$ cat src/rtl/c1541_track_loader.sv
// c1541_track_loader
// Moves one D64 track at a time between the SD block interface and the
// 8 KB track buffer used by the GCR stage. A dirty track is written back
// before the next one is read. A track change or an image remount that
// arrives mid-transfer is acted on once the current transfer has finished.
module c1541_track_loader (
    input  logic        clk32,
    input  logic        reset_n,

    input  logic [5:0]  track,
    input  logic        img_mounted,
    input  logic        img_present,
    input  logic        dirty_set,

    output logic        ready,
    output logic        busy,

    output logic [31:0] sd_lba,
    output logic        sd_rd,
    output logic        sd_wr,
    input  logic        sd_ack,
    input  logic [7:0]  sd_buff_addr,
    input  logic [7:0]  sd_buff_dout,
    input  logic        sd_buff_wr,
    output logic [7:0]  sd_buff_din,

    output logic [12:0] buf_addr,
    output logic [7:0]  buf_dout,
    input  logic [7:0]  buf_din,
    output logic        buf_we
);

    typedef enum logic [2:0] {
        IDLE    = 3'd0,
        WB_REQ  = 3'd1,
        WB_XFER = 3'd2,
        RD_REQ  = 3'd3,
        RD_XFER = 3'd4
    } state_t;

    // Tracks outside 1..35 are pinned to the nearest valid track.
    function automatic logic [5:0] clamp_track(input logic [5:0] t);
        if (t == 6'd0) begin
            return 6'd1;
        end else if (t > 6'd35) begin
            return 6'd35;
        end else begin
            return t;
        end
    endfunction

    // The 1541 uses four speed zones, with fewer sectors on the inner tracks.
    function automatic logic [4:0] sectors_per_track(input logic [5:0] t);
        if (t < 6'd18) begin
            return 5'd21;
        end else if (t < 6'd25) begin
            return 5'd19;
        end else if (t < 6'd31) begin
            return 5'd18;
        end else begin
            return 5'd17;
        end
    endfunction

    // First 256-byte block of a track within the image.
    function automatic logic [9:0] track_start(input logic [5:0] t);
        logic [9:0] tw;
        tw = {4'd0, t};
        if (t < 6'd18) begin
            return (tw - 10'd1) * 10'd21;
        end else if (t < 6'd25) begin
            return 10'd357 + (tw - 10'd18) * 10'd19;
        end else if (t < 6'd31) begin
            return 10'd490 + (tw - 10'd25) * 10'd18;
        end else begin
            return 10'd598 + (tw - 10'd31) * 10'd17;
        end
    endfunction

    state_t      state_reg, state_next;
    logic [4:0]  sector_reg, sector_next;
    logic [5:0]  cur_track_reg, cur_track_next;
    logic [5:0]  xfer_track_reg, xfer_track_next;
    logic        dirty_reg, dirty_next;
    logic        reload_pend_reg, reload_pend_next;
    logic        mount_pend_reg, mount_pend_next;
    logic        ready_reg, ready_next;
    logic        ack_d_reg;

    logic [5:0]  req_track;
    logic [4:0]  last_sector;
    logic        ack_fall;
    logic [9:0]  block_lba;

    assign req_track   = clamp_track(track);
    assign last_sector = sectors_per_track(xfer_track_reg) - 5'd1;
    // The SD side signals the end of a block by dropping sd_ack.
    assign ack_fall    = ack_d_reg & ~sd_ack;
    assign block_lba   = track_start(xfer_track_reg) + {5'd0, sector_reg};

    // State register.
    always_ff @(posedge clk32 or negedge reset_n) begin
        if (!reset_n) begin
            state_reg <= IDLE;
        end else begin
            state_reg <= state_next;
        end
    end

    // Datapath and bookkeeping registers.
    always_ff @(posedge clk32 or negedge reset_n) begin
        if (!reset_n) begin
            sector_reg      <= 5'd0;
            cur_track_reg   <= 6'd0;
            xfer_track_reg  <= 6'd0;
            dirty_reg       <= 1'b0;
            reload_pend_reg <= 1'b1;
            mount_pend_reg  <= 1'b0;
            ready_reg       <= 1'b0;
            ack_d_reg       <= 1'b0;
        end else begin
            sector_reg      <= sector_next;
            cur_track_reg   <= cur_track_next;
            xfer_track_reg  <= xfer_track_next;
            dirty_reg       <= dirty_next;
            reload_pend_reg <= reload_pend_next;
            mount_pend_reg  <= mount_pend_next;
            ready_reg       <= ready_next;
            ack_d_reg       <= sd_ack;
        end
    end

    // Next-state logic: start, sequence and finish track transfers.
    always_comb begin
        state_next       = state_reg;
        sector_next      = sector_reg;
        cur_track_next   = cur_track_reg;
        xfer_track_next  = xfer_track_reg;
        dirty_next       = dirty_reg;
        reload_pend_next = reload_pend_reg;
        mount_pend_next  = mount_pend_reg;

        ready_next = (state_reg == IDLE) & img_present &
                     (cur_track_reg == req_track) & ~reload_pend_reg;

        // The GCR stage may only modify the buffer while it holds a valid track.
        if (dirty_set && ready_reg) begin
            dirty_next = 1'b1;
        end

        // A remount during a transfer is remembered until the track is done.
        if (img_mounted && (state_reg != IDLE)) begin
            mount_pend_next = 1'b1;
        end

        case (state_reg)
            IDLE: begin
                if (img_mounted) begin
                    // Old image contents are stale; hold one cycle so the
                    // cleared dirty flag is seen before deciding what to do.
                    reload_pend_next = 1'b1;
                    dirty_next       = 1'b0;
                end else if (img_present &&
                             ((req_track != cur_track_reg) || reload_pend_reg)) begin
                    sector_next = 5'd0;
                    if (dirty_next) begin
                        state_next      = WB_REQ;
                        xfer_track_next = cur_track_reg;
                    end else begin
                        state_next      = RD_REQ;
                        xfer_track_next = req_track;
                    end
                end
            end

            RD_REQ: begin
                if (sd_ack) begin
                    state_next = RD_XFER;
                end
            end

            RD_XFER: begin
                if (ack_fall) begin
                    if (!img_present) begin
                        // Image vanished: the buffer is only partly loaded.
                        state_next       = IDLE;
                        sector_next      = 5'd0;
                        reload_pend_next = 1'b1;
                    end else if (sector_reg == last_sector) begin
                        state_next       = IDLE;
                        sector_next      = 5'd0;
                        cur_track_next   = xfer_track_reg;
                        reload_pend_next = mount_pend_reg | img_mounted;
                        mount_pend_next  = 1'b0;
                        dirty_next       = 1'b0;
                    end else begin
                        state_next  = RD_REQ;
                        sector_next = sector_reg + 5'd1;
                    end
                end
            end

            WB_REQ: begin
                if (sd_ack) begin
                    state_next = WB_XFER;
                end
            end

            WB_XFER: begin
                if (ack_fall) begin
                    if (!img_present) begin
                        // Buffer still intact and dirty; write-back restarts later.
                        state_next  = IDLE;
                        sector_next = 5'd0;
                    end else if (sector_reg == last_sector) begin
                        state_next      = RD_REQ;
                        sector_next     = 5'd0;
                        dirty_next      = 1'b0;
                        xfer_track_next = req_track;
                    end else begin
                        state_next  = WB_REQ;
                        sector_next = sector_reg + 5'd1;
                    end
                end
            end

            default: begin
                state_next = IDLE;
            end
        endcase
    end

    assign ready       = ready_reg;
    assign busy        = (state_reg != IDLE);
    assign sd_rd       = (state_reg == RD_REQ);
    assign sd_wr       = (state_reg == WB_REQ);
    assign sd_lba      = busy ? {22'd0, block_lba} : 32'd0;
    assign sd_buff_din = buf_din;
    assign buf_we      = (state_reg == RD_XFER) & sd_buff_wr;
    assign buf_addr    = busy ? {sector_reg, sd_buff_addr} : 13'd0;
    assign buf_dout    = (state_reg == RD_XFER) ? sd_buff_dout : 8'd0;

endmodule

$ cat config.mk
export PLATFORM = sky130hd
export DESIGN_NAME = c1541_track_loader
export DESIGN_NICKNAME = d
export VERILOG_FILES = /design/src/rtl/c1541_track_loader.sv
export SDC_FILE = /design/constraint.sdc
export NUM_CORES = 1
export LEC_CHECK = 0
export ABC_AREA = 1
export ABC_CLOCK_PERIOD_IN_PS = 5900
export BUFFER_PORTS_ARGS = -buffer_cell sky130_fd_sc_hd__buf_2
export CORE_ASPECT_RATIO = 0.5
export CORE_MARGIN = 2
export CORE_UTILIZATION = 58
export CTS_CLUSTER_DIAMETER = 120
export DETAILED_ROUTE_END_ITERATION = 8
export PLACE_DENSITY_LB_ADDON = 0.2
export SYNTH_ARGS = -nofsm -noshare
export SYNTH_HDL_FRONTEND = slang
export SYNTH_SLANG_ARGS = --single-unit
$ cat constraint.sdc
create_clock -name clk32 -period 5.9 [get_ports clk32]
set_input_delay 1.18 -clock clk32 [delete_from_list [all_inputs] [get_ports clk32]]
set_output_delay 1.18 -clock clk32 [all_outputs]
set_load 0.1 [all_outputs]
==> impl_results.md, run 1 <==
* Met1 Use GR at a little under two fifths
* Diodes inserted at 0
* Later-pin clock latency in the skew report at 0.26 ns
* Residual DRC count at 0
* Layout area overhead at 12.36%
* Filler Cell Count at between 700 and 800
* Synth top area share at ~17%
* Ys async rst share at 100.0%
* Most frequent CP cell: ha_1
* Most frequent cell after synthesis: nand2_1
* # H-tree levels at 1
* Worst Tran Pin Value at around 0.62 ns
* Prevailing post-synth register cell: dfrtp_1
* Yosys top cell by area: ha_1
* Initial DRT Pass Iterations at 5
* Initial DRC Count at 312
* Starting Density at around three fifths
* Sequential area share after synthesis at approximately an eighth
* Vias per cell at 5.311
* Area after DPL at approximately 5400 um^2
* Mapped Area at approximately 5000 um^2
* # IOs at about 100
* Total global routing track utilization at approximately a quarter
* Critical-path cell list: nor2_4 -> nand2_2 -> nand2_4 -> nand2_2 -> inv_1 -> ha_1 -> ha_1 -> ha_1 -> ha_1 -> ha_2 -> nor2_1 -> nor2_1 -> a22oi_1 -> a21oi_1 -> ha_1 -> nand2_1 -> inv_1 -> o21ai_1 -> nor2_1 -> nand2_1 -> o21ai_1 -> a21oi_2 -> buf_12
* Max Clk Rate at between 0.15 and 0.2 GHz
* Critical Path RT at 4.72 ns
* Dpl hpwl at 10150 um
* Rel. slew slack at around 58%
* Worst path slowest cell: dfrtp_2
* Distinct cells, synth at between 40 and 50
* Syn Area/Cell at around 6.6 um^2
* Hold Violations, Final at 0
* Worst setup path class: reg2out
* First-pass GRT wire length at between 20000 and 25000 um
* Synth Area in Compound Gates at between 10% and 20%
* Busiest grt layer: met2
* Clk slew on worst S/H paths at about 0.07 ns
* CORE AREA at 8230 um^2
* Synth Instances at 769
* Die Wd at 136.0 um
* Routability cong. at 0.9373
* Fin nets at about 950
* Antenna violations before repair at 0
* Post-Synth Simple-Gate Area at roughly a third
* Largest net degree at the start of global routing at 26
* Status: finished clean
* TritonCTS clock tree: built
* Die Y at roughly 70 um
* Adder-Cell Fraction of Synth Area at 22.10%
* GRT met3 Usage at under 10%
* Setup-failing EPs final at 0
* Element type at the critical path end: primary output
* Final min period at between 5 and 6 ns
* Post-route cell area at around 5700 um^2
* Antenna viol nets, final at 0
* Via Count at 5024
* Flops & latches, synth at 25
* Crit path max fanout at 7
* Share of layout cells above drive strength 1 at ~20%
* Number of core rows at 23
* Max-slew violation count at 0
* Synth warnings at 0
* XOR/XNOR Fraction of Synth Area at around 4.7%
* Post-synth EDFFs at 0
* Crit start category: register
* DR WL/cell at 13.31 um
* Synth top area cells: ha_1 17%, nand2_1 13%, dfrtp_1 12%
* Port bufs at 64
* CP peak stage delay at 0.47 ns
* Final wirelength at between 10000 and 15000 um
* Clock Skew at between 0.005 and 0.006 ns
* Die ar. at around 9500 um^2
* Commonest cells in the netlist: 175 x nand2_1, 124 x inv_1, 70 x ha_1, 59 x nand3_1, 59 x nor2_1
* Worst EP arrival at around 4.5 ns
* Largest family of logic cells by synthesized area: simple AND/OR/NAND/NOR gates
* Clock buffer depth at 2
* Num Clock Sinks at 25
* Worst min-delay path category: reg2reg
* Max Cap Violations at 0
* CTS Buf Count at 3
* Post-route clock period utilization at a little over nine tenths
* Post-synthesis mux area share at less than 1%
* CTS root buffer: clkbuf_16
* Vias in the first global route at 4651
* GR met2 Demand/Resource at 44.61%
* Total gr overflow at 0
cell usage in the layout, fill, tap and decap left out, types with 4 or more instances in the layout:
master	synthesis	final
inv_1	124	124
fa_1	12	12
o21ai_0	30	30
a21oi_1	28	22
o21ai_1	4	4
nand3_1	59	59
a21oi_2	2	8
xor2_1	19	17
nand2_1	175	173
ha_1	70	66
nand2_4	3	4
xnor2_1	8	8
buf_4	31	19
nand2_2	16	17
nor2_2	4	4
o21ai_2	13	13
dfrtp_1	24	22
conb_1	1	22
inv_2	11	10
buf_2	3	60
nor3_1	5	4
nor2_4	3	4
buf_12	0	4
nand4_1	9	9
nor2_1	59	58
nand3b_1	10	10
timing repair:
| action | 4_1_cts | 5_1_grt |
|---|---|---|
| pin swaps | 0 | 4 |
| endpoints found under the setup margin | 1 | 5 |
| buffers inserted | 0 | 10 |
| hold endpoints to repair | 0 | 0 |
| hold buffers | 0 | 0 |
| gates resized for setup | 1 | 19 |
path summary, 6_finish.rpt:
path                                          startpoint                            end  slack (ns)  cells after the start
max in group asynchronous                        reset_n  xfer_track_reg[2]$_DFFE_PN0P_        4.59                      1
min reg2reg                  reload_pend_reg$_DFFE_PN1P_    reload_pend_reg$_DFFE_PN1P_        0.49                      2
min in group asynchronous                        reset_n       mount_pend_reg$_DFF_PN0_        0.91                      1
min                          reload_pend_reg$_DFFE_PN1P_    reload_pend_reg$_DFFE_PN1P_        0.49                      2
max                        xfer_track_reg[2]$_DFFE_PN0P_                      sd_lba[8]        0.21                     23
max reg2reg                xfer_track_reg[1]$_DFFE_PN0P_   cur_track_reg[1]$_DFFE_PN0P_        3.31                     12
worst max-delay path, delay by kind of cell, from the launching register on:
| family | cells | cell delay [ns] |
|---|---|---|
| buffers and inverters | 3 | 0.31 |
| AND/OR/NAND/NOR | 9 | 0.93 |
| flip-flops | 1 | 0.47 |
| AO/OA/AOI/OAI | 5 | 0.83 |
| adder cells (fa/ha/maj) | 6 | 1.72 |
stage by stage:
stage	std cells	setup TNS, ns	utilization, %	setup WS, ns	hold WS, ns
3_5_place_dp	932	0	65.81	0.2396	0.4822
5_1_grt	946	-0.08576	68.96	-0.08576	0.5128
2_1_floorplan	790	0	-	0.02395	0.4519
6_report	946	0	68.96	0.2126	0.4935
4_1_cts	936	0	66.80	0.01690	0.4905
3_3_place_gp	932	0	65.81	0.3813	0.4674
cells by family (layout without fill, tap and decap cells):
kind of cell	Yosys count	count (layout)
and+or+nand+nor	358	358
muxes	1	1
AOI/OAI and AO/OA	94	94
xor gates and xnor gates	27	27
buffers and inverters	181	225
other	1	22
adders and majority gates	82	82
DFF	25	25
layout make-up:
class	instances	area (um^2)	area share, %
flip-flops and latches	25	629.4	11.09
well taps	112	140.1	2.469
clock inverters	1	5.005	0.08818
clock buffers	3	75.07	1.323
repair buffers	83	523.0	9.215
multi-input cells	584	3774	66.49
inverters	138	529.3	9.325
metal layers:
layer  wire length, um  vias up  part of all wire (%)
met5                 0        -                     0
met4               148        0                   1.2
met3               773       19                   6.1
met2              5605      174                    45
met1              6059     2303                    48
li1                  -     2528                     -
Power of run 1 is not shown: default switching activity piles up to over one toggle a cycle in this logic, so the estimate is an artifact.
==> inputs of run 2 (changes only) <==
--- a/config.mk
+++ b/config.mk
@@ -11,9 +11,10 @@
 export CORE_ASPECT_RATIO = 0.5
 export CORE_MARGIN = 2
 export CORE_UTILIZATION = 58
+export CTS_BUF_LIST = sky130_fd_sc_hd__clkbuf_16
 export CTS_CLUSTER_DIAMETER = 120
 export DETAILED_ROUTE_END_ITERATION = 8
-export PLACE_DENSITY_LB_ADDON = 0.2
+export PLACE_DENSITY = 0.84
 export SYNTH_ARGS = -nofsm -noshare
 export SYNTH_HDL_FRONTEND = slang
 export SYNTH_SLANG_ARGS = --single-unit
==> run 2 against run 1 <==
First-iteration DRC count is 56% higher. Global-route usage is 0.37 points higher. Count of clock-buffer cells in the layout stayed put. Setup slack worse by 0.0053 ns. Fmax hardly changed. Worst hold slack better by 0.0020 ns. Flip-flop and latch count stayed put. Critical path depth is 3 higher. Wire length is 5.0% higher. Cell area is 0.66% higher. Clock skew is 0.0040 ns lower.
==> impl_results.md, run 2 (same netlist as run 1, synthesis figures left out) <==
* Via Count at a little over 5000
* Rel. slew slack at between 60% and 70%
* Total gr overflow at 0
* Critical Path RT at ~4.7 ns
* TritonCTS clock tree: built
* Largest net degree at the start of global routing at 26
* Vias per cell at between 5 and 6
* Max Clk Rate at 0.1757 GHz
* Clock Skew at 0.001079 ns
* Worst min-delay path category: reg2reg
* Antenna violations before repair at 0
* Crit path max fanout at 7
* Most frequent cells in the layout: 171 x nand2_1, 125 x inv_1, 66 x ha_1, 60 x buf_2, 59 x nand3_1
* Highest Signal Layer: met4
* Status: finished clean
* Share of layout cells above drive strength 1 at 21.27%
* Routability cong. at around 0.97
* First-pass GRT wire length at between 20000 and 25000 um
* Starting Density at around three fifths
* Vias in the first global route at 4621
* Worst EP arrival at ~4.5 ns
* Die Wd at ~140 um
* Worst reg2reg path endpoint: cur_track_reg[5]$_DFFE_PN0P_
* Port bufs at 64
* CTS Buf Count at 3
* Die Y at 69.99 um
* Critical Path Start: xfer_track_reg[2]$_DFFE_PN0P_
* Num Clock Sinks at 25
* Filler Cell Count at between 600 and 700
* Residual DRC count at 0
* R2R setup slack at between 2 and 3 ns
* Final min period at 5.693 ns
* Antenna viol nets, final at 0
* Commonest non-fill, non-tap cell in the layout: nand2_1
* Clk slew on worst S/H paths at approximately 0.060 ns
* Layout area overhead at 13.10%
* Worst Tran Pin Value at 0.5661 ns
* M1 WL at between 5000 and 6000 um
* Post-route clock period utilization at between 90% and 100%
* CTS root buffer: clkbuf_16
* Setup-failing EPs final at 0
* Worst r2r src: xfer_track_reg[1]$_DFFE_PN0P_
* DR WL/cell at between 10 and 15 um
* Max-slew violation count at 0
* # H-tree levels at 1
* Element type at the critical path end: primary output
* Fin nets at 957
* Number of core rows at 23
* Initial DRT Pass Iterations at 6
* WL met2 at between 6000 and 7000 um
* Later-pin clock latency in the skew report at about 0.26 ns
* Met3 routed WL at between 1000 and 1500 um
* Max Cap Violations at 0
* R2R depth at 13
* Dpl hpwl at 10400 um
* Crit start category: register
* Clock buffer depth at 2
* CORE AREA at 8230 um^2
* Initial DRC Count at about 490
* # IOs at between 100 and 150
* Diodes inserted at 0
* Final wirelength at roughly 13000 um
* Die ar. at about 9500 um^2
* Critical Path End: sd_lba[9]
* Worst setup path class: reg2out
* Total global routing track utilization at roughly 27%
* Final TNS setup at 0 ns
* Hold Violations, Final at 0
-- run 2: cell count changes in the layout (fill, tap and decap cells not counted), moves of 2 or more --
cell,previous run,this run
buf_4,19,21
nand2_1,173,171
nand2_2,17,19
nor2_2,4,6
-- run 2: through the flow --
step	hold WS, ns	instances	area (um^2)	worst slack [ns]	utilization (%)
2_1_floorplan	0.4519	790	5147	0.02395	-
3_3_place_gp	0.4675	932	5416	0.3897	65.81
3_5_place_dp	0.4783	932	5416	0.2120	65.81
4_1_cts	0.4905	936	5499	0.01727	66.81
5_1_grt	0.5142	949	5713	-0.05102	69.41
6_report	0.4955	949	5713	0.2073	69.41
-- run 2: what timing repair did --
action	4_1_cts	5_1_grt
hold buffers	0	0
pin swaps	0	6
setup buffers	0	12
gates resized for setup	2	24
gates cloned	0	1
setup endpoints to repair	1	5
-- run 2: worst min path at each step --
stage                                       from                           end  slack, ns  depth (start not counted)
floorplan            reload_pend_reg$_DFFE_PN1P_   reload_pend_reg$_DFFE_PN1P_       0.45                          2
global placement     reload_pend_reg$_DFFE_PN1P_   reload_pend_reg$_DFFE_PN1P_       0.47                          2
detailed placement  cur_track_reg[3]$_DFFE_PN0P_  cur_track_reg[3]$_DFFE_PN0P_       0.48                          2
CTS                  reload_pend_reg$_DFFE_PN1P_   reload_pend_reg$_DFFE_PN1P_       0.49                          2
global route            mount_pend_reg$_DFF_PN0_      mount_pend_reg$_DFF_PN0_       0.51                          2
finish              cur_track_reg[3]$_DFFE_PN0P_  cur_track_reg[3]$_DFFE_PN0P_       0.50                          2
-- run 2: cell type report --
class / count / area [um^2] / share of cell area (%)
multi-input cells: 584 / 3791 / 66.36
clock inverters: 1 / 3.754 / 0.06570
clock buffers: 3 / 75.07 / 1.314
flip-flops and latches: 25 / 630.6 / 11.04
repair buffers: 85 / 538.0 / 9.417
inverters: 138 / 529.3 / 9.264
well taps: 112 / 140.1 / 2.453
repair inverters: 1 / 5.005 / 0.08760
-- run 2: routing by layer --
layer  up-vias  GRT usage (%)
met4         0          5.093
met1      2375          36.67
li1       2530              -
met5         -              0
met3        22          3.195
met2       234          46.07
-- run 2: critical path, cell delays in order (launching register included) --
cell	delay [ns]
dfrtp_2	0.47
nor2_4	0.20
nand2_2	0.10
nand2_4	0.11
nand2_2	0.09
inv_1	0.07
ha_1	0.23
ha_1	0.20
inv_1	0.08
fa_1	0.44
fa_1	0.52
inv_1	0.07
ha_4	0.29
nand2_1	0.08
inv_1	0.10
nand4_1	0.10
nand3_1	0.12
xnor2_1	0.12
nand2_1	0.08
nand3_1	0.11
nand2_2	0.09
nand2_1	0.09
nor2_2	0.04
nand3_1	0.06
nand2_1	0.06
nor2_2	0.16
buf_12	0.19
Power of run 2 is left out for the same reason.
